### src/rtl/alu_seq.sv
// Registered, handshaked ALU: AND/OR/ADD/SUB/NOR/NAND/SLT in one cycle, optional iterative MUL.
// Define ALU_SEQ_MUL_EN to build the shift-add multiplier (opcode 0011); otherwise 0011 is an unknown opcode.
module alu_seq #(
    parameter int WIDTH = 32
) (
    input  logic             clk,
    input  logic             rst,
    input  logic             in_valid,
    output logic             in_ready,
    input  logic [WIDTH-1:0] src1,
    input  logic [WIDTH-1:0] src2,
    input  logic [3:0]       ALU_control,
    input  logic [2:0]       bonus_control,
    output logic             out_valid,
    input  logic             out_ready,
    output logic [WIDTH-1:0] result,
    output logic             zero,
    output logic             cout,
    output logic             overflow
);

    localparam logic [3:0] OP_AND  = 4'b0000;
    localparam logic [3:0] OP_OR   = 4'b0001;
    localparam logic [3:0] OP_ADD  = 4'b0010;
    localparam logic [3:0] OP_SUB  = 4'b0110;
    localparam logic [3:0] OP_NOR  = 4'b1100;
    localparam logic [3:0] OP_NAND = 4'b1101;
    localparam logic [3:0] OP_SLT  = 4'b0111;

    typedef enum logic [1:0] {
        S_IDLE = 2'd0,
        S_BUSY = 2'd1,
        S_DONE = 2'd2
    } state_t;

    state_t           r_state;
    state_t           w_state_next;
    logic [WIDTH-1:0] r_result;
    logic             r_zero;
    logic             r_cout;
    logic             r_overflow;

    logic             w_accept;
    logic             w_is_sub;
    logic             w_is_mul;
    logic [WIDTH-1:0] w_b;
    logic [WIDTH:0]   w_sum;
    logic [WIDTH-1:0] w_and;
    logic [WIDTH-1:0] w_or;
    logic             w_lt;
    logic             w_eq;
    logic             w_slt_flag;
    logic [WIDTH-1:0] w_res;
    logic             w_cout;
    logic             w_ovf;

    assign w_accept = (r_state == S_IDLE) && in_valid;
    assign w_is_sub = (ALU_control == OP_SUB);

    // Subtraction reuses the adder as src1 + ~src2 + 1 so cout means "no borrow".
    assign w_b   = w_is_sub ? ~src2 : src2;
    assign w_sum = {1'b0, src1} + {1'b0, w_b} + {{WIDTH{1'b0}}, w_is_sub};

    genvar gi;
    generate
        for (gi = 0; gi < WIDTH; gi++) begin : g_logic_bit
            assign w_and[gi] = src1[gi] & src2[gi];
            assign w_or[gi]  = src1[gi] | src2[gi];
        end
    endgenerate

    assign w_lt = $signed(src1) < $signed(src2);
    assign w_eq = (src1 == src2);

    always_comb begin
        w_slt_flag = 1'b0;
        case (bonus_control)
            3'b000:  w_slt_flag = w_lt;
            3'b001:  w_slt_flag = w_lt | w_eq;
            3'b010:  w_slt_flag = ~w_lt;
            3'b011:  w_slt_flag = ~w_eq;
            3'b110:  w_slt_flag = ~w_lt & ~w_eq;
            3'b111:  w_slt_flag = w_eq;
            default: w_slt_flag = 1'b0;
        endcase
    end

    always_comb begin
        w_res  = '0;
        w_cout = 1'b0;
        w_ovf  = 1'b0;
        case (ALU_control)
            OP_AND:  w_res = w_and;
            OP_OR:   w_res = w_or;
            OP_NOR:  w_res = ~w_or;
            OP_NAND: w_res = ~w_and;
            OP_ADD: begin
                w_res  = w_sum[WIDTH-1:0];
                w_cout = w_sum[WIDTH];
                w_ovf  = (src1[WIDTH-1] == src2[WIDTH-1]) && (w_sum[WIDTH-1] != src1[WIDTH-1]);
            end
            OP_SUB: begin
                w_res  = w_sum[WIDTH-1:0];
                w_cout = w_sum[WIDTH];
                w_ovf  = (src1[WIDTH-1] != src2[WIDTH-1]) && (w_sum[WIDTH-1] != src1[WIDTH-1]);
            end
            OP_SLT:  w_res = {{(WIDTH-1){1'b0}}, w_slt_flag};
            default: w_res = '0;
        endcase
    end

`ifdef ALU_SEQ_MUL_EN
    localparam logic [3:0] OP_MUL = 4'b0011;
    localparam int CW = $clog2(WIDTH);
    // Step 0 runs on the accepting edge, so BUSY only has to cover steps 1..WIDTH-1.
    localparam logic [CW-1:0] CNT_LAST = CW'(WIDTH - 2);

    logic [WIDTH-1:0]   r_mcand;
    logic [2*WIDTH-1:0] r_prod;
    logic [CW-1:0]      r_cnt;
    logic [WIDTH-1:0]   w_step_mcand;
    logic [2*WIDTH-1:0] w_step_prod;
    logic [WIDTH:0]     w_step_sum;
    logic [2*WIDTH-1:0] w_step_next;
    logic               w_mul_last;

    assign w_is_mul = (ALU_control == OP_MUL);

    // Right-shifting product register: high half accumulates, low half holds remaining multiplier bits.
    assign w_step_mcand = (r_state == S_IDLE) ? src1 : r_mcand;
    assign w_step_prod  = (r_state == S_IDLE) ? {{WIDTH{1'b0}}, src2} : r_prod;
    assign w_step_sum   = {1'b0, w_step_prod[2*WIDTH-1:WIDTH]}
                        + (w_step_prod[0] ? {1'b0, w_step_mcand} : {(WIDTH+1){1'b0}});
    assign w_step_next  = {w_step_sum, w_step_prod[WIDTH-1:1]};
    assign w_mul_last   = (r_cnt == CNT_LAST);

    always_ff @(posedge clk) begin
        if (rst) begin
            r_mcand <= '0;
            r_prod  <= '0;
            r_cnt   <= '0;
        end else if (w_accept && w_is_mul) begin
            r_mcand <= src1;
            r_prod  <= w_step_next;
            r_cnt   <= '0;
        end else if (r_state == S_BUSY) begin
            r_prod  <= w_step_next;
            r_cnt   <= r_cnt + CW'(1);
        end
    end
`else
    assign w_is_mul = 1'b0;
`endif

    always_ff @(posedge clk) begin
        if (rst) begin
            r_state <= S_IDLE;
        end else begin
            r_state <= w_state_next;
        end
    end

    always_comb begin
        w_state_next = r_state;
        case (r_state)
            S_IDLE: begin
                if (in_valid) begin
                    w_state_next = w_is_mul ? S_BUSY : S_DONE;
                end
            end
`ifdef ALU_SEQ_MUL_EN
            S_BUSY: begin
                if (w_mul_last) begin
                    w_state_next = S_DONE;
                end
            end
`endif
            S_DONE: begin
                if (out_ready) begin
                    w_state_next = S_IDLE;
                end
            end
            default: w_state_next = S_IDLE;
        endcase
    end

    always_comb begin
        in_ready  = (r_state == S_IDLE);
        out_valid = (r_state == S_DONE);
    end

    always_ff @(posedge clk) begin
        if (rst) begin
            r_result   <= '0;
            r_zero     <= 1'b0;
            r_cout     <= 1'b0;
            r_overflow <= 1'b0;
        end else if (w_accept && !w_is_mul) begin
            r_result   <= w_res;
            r_zero     <= (w_res == '0);
            r_cout     <= w_cout;
            r_overflow <= w_ovf;
        end
`ifdef ALU_SEQ_MUL_EN
        else if ((r_state == S_BUSY) && w_mul_last) begin
            r_result   <= w_step_next[WIDTH-1:0];
            r_zero     <= (w_step_next[WIDTH-1:0] == '0);
            r_cout     <= 1'b0;
            r_overflow <= |w_step_next[2*WIDTH-1:WIDTH];
        end
`endif
    end

    assign result   = r_result;
    assign zero     = r_zero;
    assign cout     = r_cout;
    assign overflow = r_overflow;

endmodule

### config.mk
export PLATFORM = sky130hd
export DESIGN_NAME = alu_seq
export DESIGN_NICKNAME = d
export VERILOG_FILES = /design/src/rtl/alu_seq.sv
export SDC_FILE = /design/constraint.sdc
export NUM_CORES = 1
export LEC_CHECK = 0
export CAP_MARGIN = 20
export CORE_ASPECT_RATIO = 0.8
export CORE_MARGIN = 2
export CORE_UTILIZATION = 35
export DETAILED_ROUTE_END_ITERATION = 16
export PLACE_DENSITY = 0.66
export SYNTH_ARGS = -nofsm -noshare
export SYNTH_HDL_FRONTEND = slang
export SYNTH_SLANG_ARGS = --single-unit
### constraint.sdc
create_clock -name clk -period 5.87 [get_ports clk]
set_clock_uncertainty 0.1 [all_clocks]
set_input_delay 1.174 -clock clk [delete_from_list [all_inputs] [get_ports clk]]
set_output_delay 1.174 -clock clk [all_outputs]
set_load 0.01 [all_outputs]
Word level (Yosys, flattened, before mapping)
Cells that the tools add are included.
{"block": "classes", "n_lt_le_gt_ge": 1, "add_sub_neg": 2, "eq_ne": 18, "bitwise": 71, "reduce_logical": 9, "n_mux": 8}
{"op": "$pmux W32 S6", "count": 1}
{"op": "$not A32 Y32", "count": 3}
{"op": "$add A32 B32 Y33", "count": 1}
{"op": "$add A33 B1 Y33", "count": 1}
{"op": "$and A1 B1 Y1", "count": 33}
{"op": "$or A1 B1 Y1", "count": 33}
{"op": "$eq A32 B32 Y1", "count": 1}
{"op": "$logic_not A32 Y1", "count": 1}
{"op": "$lt A32 B32 Y1", "count": 1}
{"op": "$mux W32", "count": 1}
{"op": "$eq A4 B3 Y1 const B", "count": 2}
{"op": "$eq A4 B4 Y1 const B", "count": 2}
{"op": "$eq A3 B2 Y1 const B", "count": 2}
{"op": "$eq A3 B3 Y1 const B", "count": 2}
{"op": "$pmux W1 S6", "count": 1}
{"op": "$eq A4 B1 Y1 const B", "count": 1}
{"op": "$eq A4 B2 Y1 const B", "count": 1}
{"op": "$logic_not A4 Y1", "count": 1}
{"op": "$mux W2", "count": 2}
{"op": "$pmux W2 S2", "count": 1}
{"op": "$eq A3 B1 Y1 const B", "count": 1}
{"op": "$logic_and A1 B1 Y1", "count": 3}
{"op": "$logic_not A3 Y1", "count": 1}
{"op": "$eq A2 B2 Y1 const B", "count": 1}
{"op": "10 further kinds", "count": 12}
{"block": "word_totals", "word_cells": 114, "register_bits": 37}

Longest topological paths before layout
{"block": "depth", "ltp_word": 7, "mapped_depth": 17, "mapped_depth_nobuf": 14}

Least setup slack after synthesis
No wires, ideal clock.
{"block": "synth_timing", "path_type": "input to register", "startpoint": "in ALU_control[3]", "endpoint": "reg r_zero, in the netlist zero", "path_stages": 16, "setup_slack_ns": 0.611, "arrival_time_ns": 5.063, "setup_ns": 0.096, "path_cell_list": "buf_4 and4bb_1 buf_2 buf_1 mux2i_1 fa_1 nor2b_1 o31ai_1 a211o_1 a31oi_1 a31o_1 xnor2_1 o22ai_1 a2111o_1 or4b_1 o41ai_2"}
{"block": "synth_via", "elab_chain_cells": 6, "word_cells_on_any_way": 13, "cone_classes": "add/sub (2); eq/ne (6); mux (2); reduce/logical (3)"}
{"item": "from (decl)", "line": "12", "text": "input logic [3:0] ALU_control,"}
{"item": "$eq A4 B3 Y1", "line": "58, 92"}
{"item": "$mux W32", "line": "61", "text": "assign w_b = w_is_sub ? ~src2 : src2;"}
{"item": "$add A32 B32 Y33", "line": "62", "text": "assign w_sum = {1'b0, src1} + {1'b0, w_b} + {{WIDTH{1'b0}}, w_is_sub};"}
{"item": "$add A33 B1 Y33", "line": "62"}
{"item": "$pmux W32 S6 *", "line": "92", "text": "case (ALU_control)"}
{"item": "$logic_not A32 Y1 *", "line": "200", "text": "r_zero <= (w_res == '0);"}
{"item": "to (signal assigned)", "line": "200"}
{"item": "to (decl)", "line": "39", "text": "logic r_zero;"}
Every way passes the cells marked *; elsewhere a longest branch is shown, timed or not.
A chain may end at the register's enable or synchronous reset.

Final worst setup path
{"block": "layout_timing", "startpoint": "in ALU_control[2]", "endpoint": "reg r_zero, in the netlist zero"}
Same word-level chain as after synthesis.

==> flow_metrics.env <==
export IMPL_status="finished, final reports clean"
export IMPL_critical_path_most_common_cell="xnor2_1"
export IMPL_post_route_period_util_pct=92.0
export IMPL_setup_worst_path_class="input pin to register"
export IMPL_postSynthAreaPerCell_um2=7.68
export IMPL_dr_pass1_iters=5
export IMPL_critPathRequiredTime_ns=5.96
export IMPL_p_sw_share_pct=41.1
export IMPL_grt_pass1_vias=6382
export IMPL_fin_crit_ns=5.40
export IMPL_cap_violations=0
export IMPL_crit_chain="clkdlybuf4s50_1, and4bb_2, buf_12, xnor2_1, ha_1, nand4_1, nor2_1, a21oi_1, and2_1, o41ai_1, xnor2_1, o221ai_1, nor4_1, or4b_1, o41ai_2"
export IMPL_clkPwrFrac_pct=21.5
export IMPL_nets=1147
export IMPL_grt_pass1_wl_mm=34.4
export IMPL_total_power_mw=1.24
export IMPL_wl_mm=21.3
export IMPL_whs_ns=0.355
export IMPL_synthArstFlopShare_pct=0
export IMPL_p_per_area_mw_per_mm2=153
export IMPL_synth_seq_cells=36
export IMPL_gr_total_overflow=0
export IMPL_path_max_fanout=19
export IMPL_busiest_layer="met1"
export IMPL_ant_nets=0
export IMPL_area_growth_pct=24.8
export IMPL_p_leak_nw=3.49
export IMPL_antenna_cells=0
export IMPL_core_mm2=0.0182
export IMPL_num_rows=44
export IMPL_netlist_area_mm2=0.00652
export IMPL_cp_end_kind="register"
export IMPL_comb_power_share_pct=56.2
export IMPL_die_area_mm2=0.0197
export IMPL_synth_edf_count=0
export IMPL_fmax_mhz=185
export IMPL_worstMarginPinSlew_ns=0.847
export IMPL_drv_slew=0
export IMPL_dp_hpwl_mm=17.1
export IMPL_relSlewSlack_pct=43.4
export IMPL_grt_use_met2_pct=30.7
export IMPL_grt_usage_pct=21.7
export IMPL_most_common_layout_cells="ha_1 (127), clkdlybuf4s50_1 (110), inv_1 (82), nor2_1 (65), a21oi_1 (63)"
export IMPL_setup_viol=0
export IMPL_arrival_ns=5.49
export IMPL_drive_above_1_share_pct=8.68
export IMPL_antenna_found_initial=0
export IMPL_hp_class="register to register"
export IMPL_htree_levels=2
export IMPL_cts_inserted_buffers=5
export IMPL_start_kind="input pin"
export IMPL_max_stage_delay_ns=0.55
export IMPL_power_frac_seq_pct=22.2
export IMPL_grtUsageMet1_pct=33.6
export IMPL_path_buf_inv=2
export IMPL_ctsRootBufferMaster="clkbuf_16"
export IMPL_initial_utilization_pct=35.9
export IMPL_slowest_stage="clkdlybuf4s50_1"
export IMPL_cts_sinks=36
export IMPL_wl_per_cell_um=18.1
export IMPL_rsz0062_at_grt="false"
export IMPL_grt_max_degree=63
export IMPL_ys_flop_type="dfxtp_1"
export IMPL_clk_pin_slew_ns=0.06
export IMPL_via_count=6759
export IMPL_synth_cell_types=75
export IMPL_port_buffers=111
export IMPL_cts_resized=0
export IMPL_max_clock_path_buffers=2
export IMPL_die_x_um=157
export IMPL_hold_buffers=0
export IMPL_final_setup_tns_ns=0
export IMPL_cts_setup_buffers=0
export IMPL_insertion_delay_ns=0.28
export IMPL_die_h_um=126
export IMPL_power_internal_mw=0.733
export IMPL_yosysWarnings=0
export IMPL_path_delay_family="simple AND/OR/NAND/NOR gates"
export IMPL_final_hold_viol_count=0
export IMPL_ir_drop_mv=0.102
export IMPL_final_common_cell="ha_1"
export IMPL_drtIter0Drc=737
export IMPL_yosysSeqAreaShare_pct=11.1
export IMPL_viasPerCell=5.75
export IMPL_synthCells=848
export IMPL_fill_cells=1834
export IMPL_p_sw_mw=0.511
export IMPL_place_gp_congestion=0.946
export IMPL_drc_errors=0
export IMPL_io_pins=112
export IMPL_synth_nets=1051
export IMPL_use_met3_pct=3.48
export IMPL_cts_tree="yes"
-- final cells by class --
cell class | instances | area (um^2) | area share [%]
multi-input cells | 673 | 5280 | 64.9
clock buffers | 5 | 125 | 1.54
inverters | 82 | 308 | 3.79
flip-flops and latches | 36 | 721 | 8.86
well taps | 230 | 288 | 3.54
clock inverters | 3 | 23.8 | 0.292
repair buffers | 146 | 1390 | 17.1
-- kinds of logic after synthesis --
kind of cell	Yosys count	share of synthesized area (%)
adder cells (fa/ha/maj)	128	24.7
multiplexers	6	0.941
flip-flops	36	11.1
AND/OR/NAND/NOR	218	17.5
XOR/XNOR	59	7.93
AO/OA/AOI/OAI	262	29.6
buffers and inverters	139	8.20
-- worst reg2reg max path: stages, from the launching register on --
cell	delay (ns)
dfxtp_1	0.36
inv_1	0.09
nand2_1	0.32
nor3_1	0.32
nand3_1	0.10
nor3_1	0.26
nand4_1	0.14
nor4_1	0.31
or4b_1	0.49
o41ai_2	0.27
-- per-stage QoR --
step                      setup slack [ns]  utilization [%]  cells  area, um^2
after floorplan                      0.611                -    848        6520
after detailed placement             0.227             43.8   1166        7970
final                                0.472             44.8   1175        8130
after global routing                 0.136             44.8   1175        8130
after CTS                            0.503             44.7   1174        8120
after global placement               0.249             43.8   1166        7970
-- final timing paths --
kind,cells after the start,slack (ns),to,from
hold reg to reg,2,0.36,cout,cout
setup / recovery,15,0.47,zero,ALU_control[2]
hold / removal,2,0.36,cout,cout
setup reg to reg,9,3.03,zero,r_state[1]
-- cell usage after synthesis, types with 8 or more instances --
cell type  instances  share of area (%)
a21o_1            14                1.6
nand2_1           43                2.5
o22ai_1           12                1.2
a221oi_1          21                2.8
inv_1             82                4.7
o221a_2           15                2.6
o221ai_1          13                1.7
ha_1             127                 24
xnor2_1           45                6.0
a221o_1           11                1.7
nand3_1           10               0.77
buf_1              9               0.52
a211oi_1          24                2.8
o21a_1             8               0.92
clkbuf_1          40                2.3
nor3_1            29                2.2
nand4_1           15                1.4
a21oi_1           63                4.8
o21ai_0           25                1.9
xor2_1            14                1.9
nor2_1            66                3.8
dfxtp_1           36                 11
-- power groups by stage --
stage	registers, mW	clock network [mW]	logic, mW
after floorplan	0.287	0	0.433
after global placement	0.282	0	0.680
after detailed placement	0.282	0	0.686
after CTS	0.277	0.271	0.691
after global routing	0.279	0.285	0.772
final	0.277	0.267	0.699
-- flip-flops by register name, indices dropped and copies added, names as in the netlist --
register,cells
cout,1
overflow,1
r_state,1
result,32
zero,1
-- per-layer routing --
metal,up-vias,wire (um)
li1,3309,-
met1,3140,10500
met2,287,8560
met3,23,1930
met4,0,331
met5,-,0
Note: power is estimated with default switching activity, not from simulation.
